File: config.mk
export PLATFORM = sky130hd
export DESIGN_NAME = prog_rom_loadable_flat
export DESIGN_NICKNAME = d
export VERILOG_FILES = /design/src/rtl/prog_rom_loadable_if.sv /design/src/rtl/prog_rom_loadable.sv /design/src/flat_wrapper.sv
export SDC_FILE = /design/constraint.sdc
export NUM_CORES = 1
export LEC_CHECK = 0
export CORE_MARGIN = 3
export CORE_UTILIZATION = 55
export CTS_CLUSTER_SIZE = 12
export DETAILED_ROUTE_END_ITERATION = 7
export PLACE_DENSITY = 0.85
export SYNTH_ARGS = -nofsm -noshare
export SYNTH_HDL_FRONTEND = slang
export SYNTH_SLANG_ARGS = --single-unit
File: constraint.sdc
create_clock -name clk -period 6 [get_ports clk]
set_input_delay 0.6 -clock clk [delete_from_list [all_inputs] [get_ports clk]]
set_output_delay 0.6 -clock clk [all_outputs]
set_load 0.02 [all_outputs]
File: src/rtl/prog_rom_loadable_if.sv
// Fetch/loader bundle between the fetch stage (master) and the instruction memory (slave).
// Latency: none, wires only.
// Backpressure: fetch_busy refuses fetches while a load runs; the loader stalls whenever load_wr is low.
// Signals:
//   fetch_req/fetch_addr -> fetch_data/fetch_valid/fetch_busy
//   load_start/load_base/load_count/load_wr/load_data -> load_done
// Optional signals under PROG_ROM_PARITY_EN:
//   inj_perr (to memory) and fetch_perr (from memory).
interface prog_rom_loadable_if #(
    parameter int ADDR_WIDTH  = 5,
    parameter int INSTR_WIDTH = 8
);
    logic                   fetch_req;
    logic [ADDR_WIDTH-1:0]  fetch_addr;
    logic [INSTR_WIDTH-1:0] fetch_data;
    logic                   fetch_valid;
    logic                   fetch_busy;
    logic                   load_start;
    logic [ADDR_WIDTH-1:0]  load_base;
    logic [ADDR_WIDTH:0]    load_count;
    logic                   load_wr;
    logic [INSTR_WIDTH-1:0] load_data;
    logic                   load_done;
`ifdef PROG_ROM_PARITY_EN
    logic                   inj_perr;
    logic                   fetch_perr;

    modport master (
        output fetch_req, fetch_addr, load_start, load_base, load_count,
               load_wr, load_data, inj_perr,
        input  fetch_data, fetch_valid, fetch_busy, load_done, fetch_perr
    );

    modport slave (
        input  fetch_req, fetch_addr, load_start, load_base, load_count,
               load_wr, load_data, inj_perr,
        output fetch_data, fetch_valid, fetch_busy, load_done, fetch_perr
    );
`else
    modport master (
        output fetch_req, fetch_addr, load_start, load_base, load_count,
               load_wr, load_data,
        input  fetch_data, fetch_valid, fetch_busy, load_done
    );

    modport slave (
        input  fetch_req, fetch_addr, load_start, load_base, load_count,
               load_wr, load_data,
        output fetch_data, fetch_valid, fetch_busy, load_done
    );
`endif
endinterface

File: src/rtl/prog_rom_loadable.sv
// Run-time loadable instruction memory with a registered fetch port and a sequential loader.
// Latency: fetch data/valid one cycle after an accepted request; load_done one cycle after the final write.
// Backpressure: fetches are refused (fetch_busy) while the loader is in LOAD or DONE; loader waits on load_wr.
// Ports:
//   clk, rst         : single clock, synchronous active-high reset
//   bus (slave)      : fetch_req/fetch_addr in, fetch_data/fetch_valid/fetch_busy out,
//                      load_start/load_base/load_count/load_wr/load_data in, load_done out
// Optional: define PROG_ROM_PARITY_EN to store an even-parity bit per word, adding
//   inj_perr (in, inverts the stored parity on a load write) and fetch_perr (out).
module prog_rom_loadable #(
    parameter int                     ADDR_WIDTH  = 5,
    parameter int                     INSTR_WIDTH = 8,
    parameter logic [INSTR_WIDTH-1:0] NOP_WORD    = '0
) (
    input  logic               clk,
    input  logic               rst,
    prog_rom_loadable_if.slave bus
);
    localparam int DEPTH = 1 << ADDR_WIDTH;

`ifdef PROG_ROM_PARITY_EN
    localparam int                WORD_W    = INSTR_WIDTH + 1;
    localparam logic [WORD_W-1:0] INIT_WORD = {^NOP_WORD, NOP_WORD};
`else
    localparam int                WORD_W    = INSTR_WIDTH;
    localparam logic [WORD_W-1:0] INIT_WORD = NOP_WORD;
`endif

    localparam logic [ADDR_WIDTH-1:0] PTR_ONE = 1;
    localparam logic [ADDR_WIDTH:0]   REM_ONE = 1;

    typedef enum logic [1:0] {
        IDLE,
        LOAD,
        DONE
    } state_t;

    state_t                  state, state_nxt;
    logic [ADDR_WIDTH-1:0]   ptr, ptr_nxt;
    logic [ADDR_WIDTH:0]     remain, remain_nxt;
    logic                    mem_we;
    logic [WORD_W-1:0]       wr_word;
    logic [WORD_W-1:0]       rd_word;
    logic                    fetch_acc;
    logic [INSTR_WIDTH-1:0]  fetch_data_q;
    logic                    fetch_valid_q;

    // Contents survive rst by design; only power-up sets them to NOP.
    logic [WORD_W-1:0] mem [DEPTH] = '{default: INIT_WORD};

    // ---------------- loader FSM ----------------
    always_ff @(posedge clk) begin
        if (rst) begin
            state  <= IDLE;
            ptr    <= '0;
            remain <= '0;
        end else begin
            state  <= state_nxt;
            ptr    <= ptr_nxt;
            remain <= remain_nxt;
        end
    end

    always_comb begin
        state_nxt  = state;
        ptr_nxt    = ptr;
        remain_nxt = remain;
        mem_we     = 1'b0;
        case (state)
            IDLE: begin
                if (bus.load_start) begin
                    if (bus.load_count != '0) begin
                        state_nxt  = LOAD;
                        ptr_nxt    = bus.load_base;
                        remain_nxt = bus.load_count;
                    end else begin
                        state_nxt = DONE;
                    end
                end
            end
            LOAD: begin
                if (bus.load_wr) begin
                    mem_we     = 1'b1;
                    ptr_nxt    = ptr + PTR_ONE;   // wraps modulo depth
                    remain_nxt = remain - REM_ONE;
                    if (remain == REM_ONE) begin
                        state_nxt = DONE;
                    end
                end
            end
            DONE:    state_nxt = IDLE;
            default: state_nxt = IDLE;
        endcase
    end

    // ---------------- memory ----------------
`ifdef PROG_ROM_PARITY_EN
    assign wr_word = {(^bus.load_data) ^ bus.inj_perr, bus.load_data};
`else
    assign wr_word = bus.load_data;
`endif

    // A write coinciding with rst is dropped so a reset cleanly aborts the load.
    always_ff @(posedge clk) begin
        if (mem_we && !rst) begin
            mem[ptr] <= wr_word;
        end
    end

    // Fetch is only accepted in IDLE, so the read never collides with a load write.
    assign rd_word   = mem[bus.fetch_addr];
    assign fetch_acc = bus.fetch_req && (state == IDLE);

    // ---------------- fetch port ----------------
    always_ff @(posedge clk) begin
        if (rst) begin
            fetch_data_q  <= NOP_WORD;
            fetch_valid_q <= 1'b0;
        end else begin
            fetch_valid_q <= fetch_acc;
            if (fetch_acc) begin
                fetch_data_q <= rd_word[INSTR_WIDTH-1:0];
            end
        end
    end

`ifdef PROG_ROM_PARITY_EN
    logic fetch_perr_q;

    always_ff @(posedge clk) begin
        if (rst) begin
            fetch_perr_q <= 1'b0;
        end else if (fetch_acc) begin
            fetch_perr_q <= rd_word[INSTR_WIDTH] ^ (^rd_word[INSTR_WIDTH-1:0]);
        end
    end

    assign bus.fetch_perr = fetch_perr_q;
`endif

    assign bus.fetch_data  = fetch_data_q;
    assign bus.fetch_valid = fetch_valid_q;
    // state is itself a register, so this is a clean registered view.
    assign bus.fetch_busy  = (state != IDLE);
    assign bus.load_done   = (state == DONE);

endmodule

File: src/flat_wrapper.sv
// flat-port wrapper written by rule: the top's interface ports become plain ports
module prog_rom_loadable_flat 
#(
    parameter int                     ADDR_WIDTH  = 5,
    parameter int                     INSTR_WIDTH = 8,
    parameter logic [INSTR_WIDTH-1:0] NOP_WORD    = '0
)
  (clk, rst, bus_fetch_req, bus_fetch_addr, bus_load_start, bus_load_base, bus_load_count, bus_load_wr, bus_load_data, bus_fetch_data, bus_fetch_valid, bus_fetch_busy, bus_load_done);
  prog_rom_loadable_if #(.ADDR_WIDTH(ADDR_WIDTH), .INSTR_WIDTH(INSTR_WIDTH)) bus_i ();
  input  logic clk;
  input  logic rst;
  input wire logic [$bits(bus_i.fetch_req)-1:0] bus_fetch_req;
  input wire logic [$bits(bus_i.fetch_addr)-1:0] bus_fetch_addr;
  input wire logic [$bits(bus_i.load_start)-1:0] bus_load_start;
  input wire logic [$bits(bus_i.load_base)-1:0] bus_load_base;
  input wire logic [$bits(bus_i.load_count)-1:0] bus_load_count;
  input wire logic [$bits(bus_i.load_wr)-1:0] bus_load_wr;
  input wire logic [$bits(bus_i.load_data)-1:0] bus_load_data;
  output wire logic [$bits(bus_i.fetch_data)-1:0] bus_fetch_data;
  output wire logic [$bits(bus_i.fetch_valid)-1:0] bus_fetch_valid;
  output wire logic [$bits(bus_i.fetch_busy)-1:0] bus_fetch_busy;
  output wire logic [$bits(bus_i.load_done)-1:0] bus_load_done;
  assign bus_i.fetch_req = bus_fetch_req;
  assign bus_i.fetch_addr = bus_fetch_addr;
  assign bus_i.load_start = bus_load_start;
  assign bus_i.load_base = bus_load_base;
  assign bus_i.load_count = bus_load_count;
  assign bus_i.load_wr = bus_load_wr;
  assign bus_i.load_data = bus_load_data;
  assign bus_fetch_data = bus_i.fetch_data;
  assign bus_fetch_valid = bus_i.fetch_valid;
  assign bus_fetch_busy = bus_i.fetch_busy;
  assign bus_load_done = bus_i.load_done;
  prog_rom_loadable #(.ADDR_WIDTH(ADDR_WIDTH), .INSTR_WIDTH(INSTR_WIDTH), .NOP_WORD(NOP_WORD)) u_core (.clk(clk), .rst(rst), .bus(bus_i));
endmodule
## Yosys cells after proc, flatten, opt, wreduce, memory -nomap -nowiden

Memories as Yosys holds them, arrays and structs flattened. A register that Yosys moved wholly into a read port is not among the register bits.
Cells that the tools add are included.

| word-level totals | value |
|---|---|
| flip-flop bits (word level) | 14 |
| bits in writable memories | 256 |
| input port bits | 29 |
| output and inout port bits | 11 |
| memories kept | 1 |

Memories:

| memory | depth | bits a word | read ports | clocked after memory_dff | write ports | RTL line | RTL |
|---|---|---|---|---|---|---|---|
| u_core.mem | 32 | 8 | 1 | 1 | 1 | prog_rom_loadable.sv:49 | `logic [WORD_W-1:0] mem [DEPTH] = '{default: INIT_WORD};` |

| cells by class | value |
|---|---|
| add/subtract/negate cells | 2 |
| equality and inequality tests | 7 |
| multiplexer cells | 17 |
| reductions and logical operators | 9 |

Operators by type and width:

| kind | count |
|---|---|
| $mux 6 | 3 |
| $mux 5 | 3 |
| $pmux 6 s2 | 1 |
| $pmux 5 s2 | 1 |
| $mux 2 | 4 |
| $eq 6x1->1 const B | 1 |
| $reduce_bool 6->1 | 1 |
| $sub 6x1->6 const B | 1 |
| $add 5x1->5 const B | 1 |
| $mux 1 | 4 |
| $ne 2x1->1 const B | 2 |
| $ne 2x2->1 const B | 2 |
| $pmux 2 s2 | 1 |
| $reduce_and 4->1 | 1 |
| $reduce_bool 2->1 | 2 |
| $reduce_and 3->1 | 1 |
| $eq 2x1->1 const B | 1 |
| $eq 2x2->1 const B | 1 |
| $logic_and 1x1->1 | 2 |
| $logic_not 2->1 | 1 |
| $logic_not 1->1 | 1 |

## Logic depth before layout (Yosys ltp)

| depth | value |
|---|---|
| depth after elaboration | 5 |
| mapped depth | 7 |

## Worst setup path after synthesis

Ideal clock, no wire load.

| timing | value |
|---|---|
| kind | input -> register |
| start point | input bus_fetch_addr[2] |
| end point | register u_core.fetch_data_q[2], in the netlist u_core.bus.fetch_data[2] (read register of u_core.mem) |
| library setup time | 0.079 ns |
| arrival | 2.003 ns |
| slack | 3.917 ns |
| stages on the path | 7 |
| path buffers | 2 |
| path through | and2_1 > clkbuf_1 > clkbuf_1 > a22oi_1 > a21oi_1 > or4_1 > a211oi_2 |

RTL lines:

| element | RTL line | RTL |
|---|---|---|
| start, declared | flat_wrapper.sv:13 | `input wire logic [$bits(bus_i.fetch_addr)-1:0] bus_fetch_addr;` |
| end, declared | prog_rom_loadable.sv:45 | `logic [INSTR_WIDTH-1:0] fetch_data_q;` |

## Final worst setup path

| timing | value |
|---|---|
| start point | register u_core.state[0] |
| end point | memory u_core.mem[4][3] (netlist bit), enable pin |

| between the ends | value |
|---|---|
| longest elaborated chain between the ends | 5 |

Ends and longest elaborated chain:

| element | RTL line | RTL |
|---|---|---|
| start, declared | prog_rom_loadable.sv:38 | `state_t state, state_nxt;` |
| start signal, assigned | prog_rom_loadable.sv:58 | `state <= state_nxt;` |
| $eq 2x1->1 | prog_rom_loadable.sv:69 | `case (state)` |
| $mux 1 | prog_rom_loadable.sv:69 |  |
| $logic_and 1x1->1 | prog_rom_loadable.sv:105 | `if (mem_we && !rst) begin` |
| $mux 1 | prog_rom_loadable.sv:105 |  |
| $mux 1 (implied by the code) | prog_rom_loadable.sv:106 | `mem[ptr] <= wr_word;` |
| end, declared | prog_rom_loadable.sv:49 |  |

Every way passes these cells.

==> flow_summary_export.csv <==
group,metric,value,unit
status,outcome,"finished clean",
sta,max_slew_margin,8.66,%
synth,syn_area,11200,um^2
drt,drc,0,
synth,syn_inst,716,
synth,synth_edf_count,256,
worst_setup_path,critPathKind,"register to register",
sta,final_max_slew_viol_count,0,
synth,avgSynthCellArea,15.7,um^2
floorplanning,die_h,149,um
worst_setup_path,arrival,3.43,ns
drt,dr.first_iter.drc_count,736,
worst_setup_path,reg2reg_to,"u_core.mem[4][3]",
power,power_density,320,nW/um^2
layout,nets,791,
layout,drive_gt1_share,6.95,%
drt,via_per_inst,6.28,
clock_network,clkTransAtPathRegs,0.06,ns
drt,dr.pass1.iters,5,
hold_path,hold_path_depth,2,
drt,wl,25.2,mm
synth,ys_types,36,
hold_path,holdCritPathClass,"register to register",
worst_setup_path,startpoint_type,"register",
synth,synth-warning-count,0,
clock_network,clkSinkCount,278,
synth,synth-seq-cells,278,
global_route,first_global_vias,6611,
drt,wl_per_cell,24.2,um
sta,period_share,54.7,%
clock_network,cts_inserted_buffers,28,
synth,synth_nets,751,
clock_network,htree_levels,1,
global_route,grt_use_total,23.1,%
floorplanning,ioPinCount,40,
power,vdd_drop_max,180,uV
worst_setup_path,r2r_setup_slack,2.72,ns
global_route,grt_pass1_wl,38.8,mm
floorplanning,die_area,22200,um^2
global_route,antenna_found_initial,1,
clock_network,ctsResizeCount,0,
floorplanning,start_util,56.8,%
sta,min_period,3.28,ns
layout,antennaDiodeCount,0,
sta,hold_viol_final,0,
clock_network,worstSkewPairLatency,0.53,ns
floorplanning,coreArea,19800,um^2
placed_design,place_hpwl,15.4,mm
layout,syn2layout_area_growth,12.8,%
power,p_leak,4.35,nW
sta,clock.fmax,305,MHz
worst_setup_path,worstPathRequired,6.15,ns
power,finalPower,4.06,mW
drt,postRouteAntennaNets,0,
floorplanning,rows,51,
placed_design,gp_congestion,0.878,
clock_network,clock_path_buffers,3,
clock_network,cts_setup_buffers,0,
placed_design,port_buffers,39,
clock_network,ctsHoldBuffers,0,
sta,fin_skew,0.0109,ns
sta,worst_pin_slew,1.36,ns
clock_network,root_buffer,"clkbuf_16",
flow_run,maxCapViolCount,0,
synth,ys.flop_type,"edfxtp_1",
hold_path,hold_end,"u_core.remain[5]",
sta,final-setup-viol-count,0,
global_route,grt_max_degree,87,
global_route,grt_overflow_total,0,
worst_setup_path,rr_startpoint,"u_core.state[0]",
floorplanning,die_x,149,um
drt,vias,6543,
worst_setup_path,end_kind,"register",
clock_network,cts_tree,"built",
worst_setup_path,reg2regPathDepth,4,
synth,async_flop_share,0,%
sta,grt_setup_unrepaired,"no",
sta,fin_setup_tns,0,ns
hold_path,worstHoldStart,"u_core.remain[5]",
worst_setup_path,crit_fanout,18,
synth,yosysSeqAreaShare,72.3,%
-- synth_stat cells, types with 2 or more instances --
cell type | number | share of area (%)
edfxtp_1 | 256 | 68
buf_6 | 6 | 0.60
o21ai_1 | 7 | 0.31
clkbuf_1 | 25 | 0.83
buf_4 | 8 | 0.53
nor4_1 | 2 | 0.11
or3_1 | 2 | 0.11
o31ai_1 | 4 | 0.27
or4_1 | 9 | 0.60
dfxtp_1 | 22 | 3.9
o21ai_0 | 2 | 0.089
nor2b_1 | 9 | 0.50
nor3_1 | 2 | 0.089
mux2i_1 | 131 | 12
nand2_1 | 22 | 0.73
a21oi_1 | 40 | 1.8
a211oi_2 | 2 | 0.22
nand2b_1 | 6 | 0.33
and2_1 | 6 | 0.33
a22oi_1 | 64 | 4.3
buf_1 | 3 | 0.10
a211oi_1 | 11 | 0.73
nand3_1 | 2 | 0.089
ha_1 | 6 | 0.67
nand3b_1 | 2 | 0.13
nor2_1 | 52 | 1.7
inv_1 | 6 | 0.20
-- cells in the final DEF, fill, tap and decap left out, types with 4 or more instances in the layout --
cell | netlist | final
a211oi_1 | 11 | 11
a21oi_1 | 40 | 40
a22oi_1 | 64 | 64
and2_1 | 6 | 6
buf_4 | 8 | 12
clkbuf_1 | 25 | 17
clkbuf_16 | 0 | 29
clkdlybuf4s50_1 | 0 | 38
dfxtp_1 | 22 | 22
edfxtp_1 | 256 | 256
ha_1 | 6 | 6
inv_1 | 6 | 6
mux2i_1 | 131 | 131
nand2_1 | 22 | 22
nand2b_1 | 6 | 6
nor2_1 | 52 | 51
nor2b_1 | 9 | 7
o21ai_1 | 7 | 7
o31ai_1 | 4 | 4
or4_1 | 9 | 9
-- worst max-delay path by stage --
stage | end | startpoint | slack, ns
CTS | u_core.mem[16][0] | u_core.state[0] | 2.73
global route | u_core.mem[4][3] | u_core.state[0] | 2.40
detailed placement | u_core.mem[16][3] | rst | 2.70
floorplan | u_core.bus.fetch_data[2] | bus_fetch_addr[2] | 3.92
finish | u_core.mem[4][3] | u_core.state[0] | 2.72
global placement | u_core.bus.fetch_data[5] | bus_fetch_addr[2] | 2.76
-- cell type report --
| cell class | count | area [um^2] |
|---|---|---|
| inverters | 6 | 22.5 |
| flip-flops and latches | 278 | 8130 |
| clock buffers | 48 | 817 |
| well taps | 265 | 332 |
| repair buffers | 52 | 497 |
| fillers | 1339 | 7100 |
| clock inverters | 3 | 17.5 |
| multi-input cells | 390 | 2870 |
-- critical path: stages (launching register included) --
cell	delay [ns]
dfxtp_1	0.62
nand2b_1	0.46
nor3b_1	0.55
nand2_1	0.50
nor2_1	0.77
-- metrics by stage --
| stage | util [%] | cell area, um^2 | setup WS [ns] | hold WS, ns | std cells |
|---|---|---|---|---|---|
| 4_1_cts | 64.0 | 12700 | 2.73 | 0.504 | 1041 |
| 5_1_grt | 64.1 | 12700 | 2.40 | 0.543 | 1042 |
| 3_3_place_gp | 59.8 | 11800 | 2.76 | 0.475 | 990 |
| 2_1_floorplan | - | 11200 | 3.92 | 0.458 | 716 |
| 3_5_place_dp | 59.8 | 11800 | 2.70 | 0.486 | 990 |
| 6_report | 64.1 | 12700 | 2.72 | 0.503 | 1042 |
-- state kept, by name, summed over array words and instances, names as in the netlist --
name / cells
u_core.bus.fetch_data: 8
u_core.remain: 6
u_core.bus.fetch_valid: 1
u_core.state: 2
u_core.ptr: 5
u_core.mem: 256
-- power breakdown --
group	internal (mW)	switching [mW]	total (mW)
combinational	0.119	0.188	0.307
sequential	2.14	0.0285	2.17
clock	0.918	0.673	1.59
-- logic make-up (layout without fill, tap and decap cells) --
| family | after synthesis | in the layout | share of synthesized area [%] |
|---|---|---|---|
| DFF | 278 | 278 | 72.3 |
| AOI/OAI and AO/OA | 137 | 137 | 8.20 |
| muxes | 131 | 131 | 11.7 |
| and+or+nand+nor | 116 | 116 | 4.90 |
| buffers and inverters | 48 | 109 | 2.27 |
| adders and majority gates | 6 | 6 | 0.668 |
-- routing by layer --
layer | wire length [um] | up-vias | global-route usage [%]
met5 | 11 | - | 0
met4 | 871 | 2 | 8.15
met3 | 2440 | 66 | 5.23
met2 | 12100 | 372 | 36.8
met1 | 9860 | 3232 | 31.8
li1 | - | 2871 | -
(Power assumes the default switching activity.)
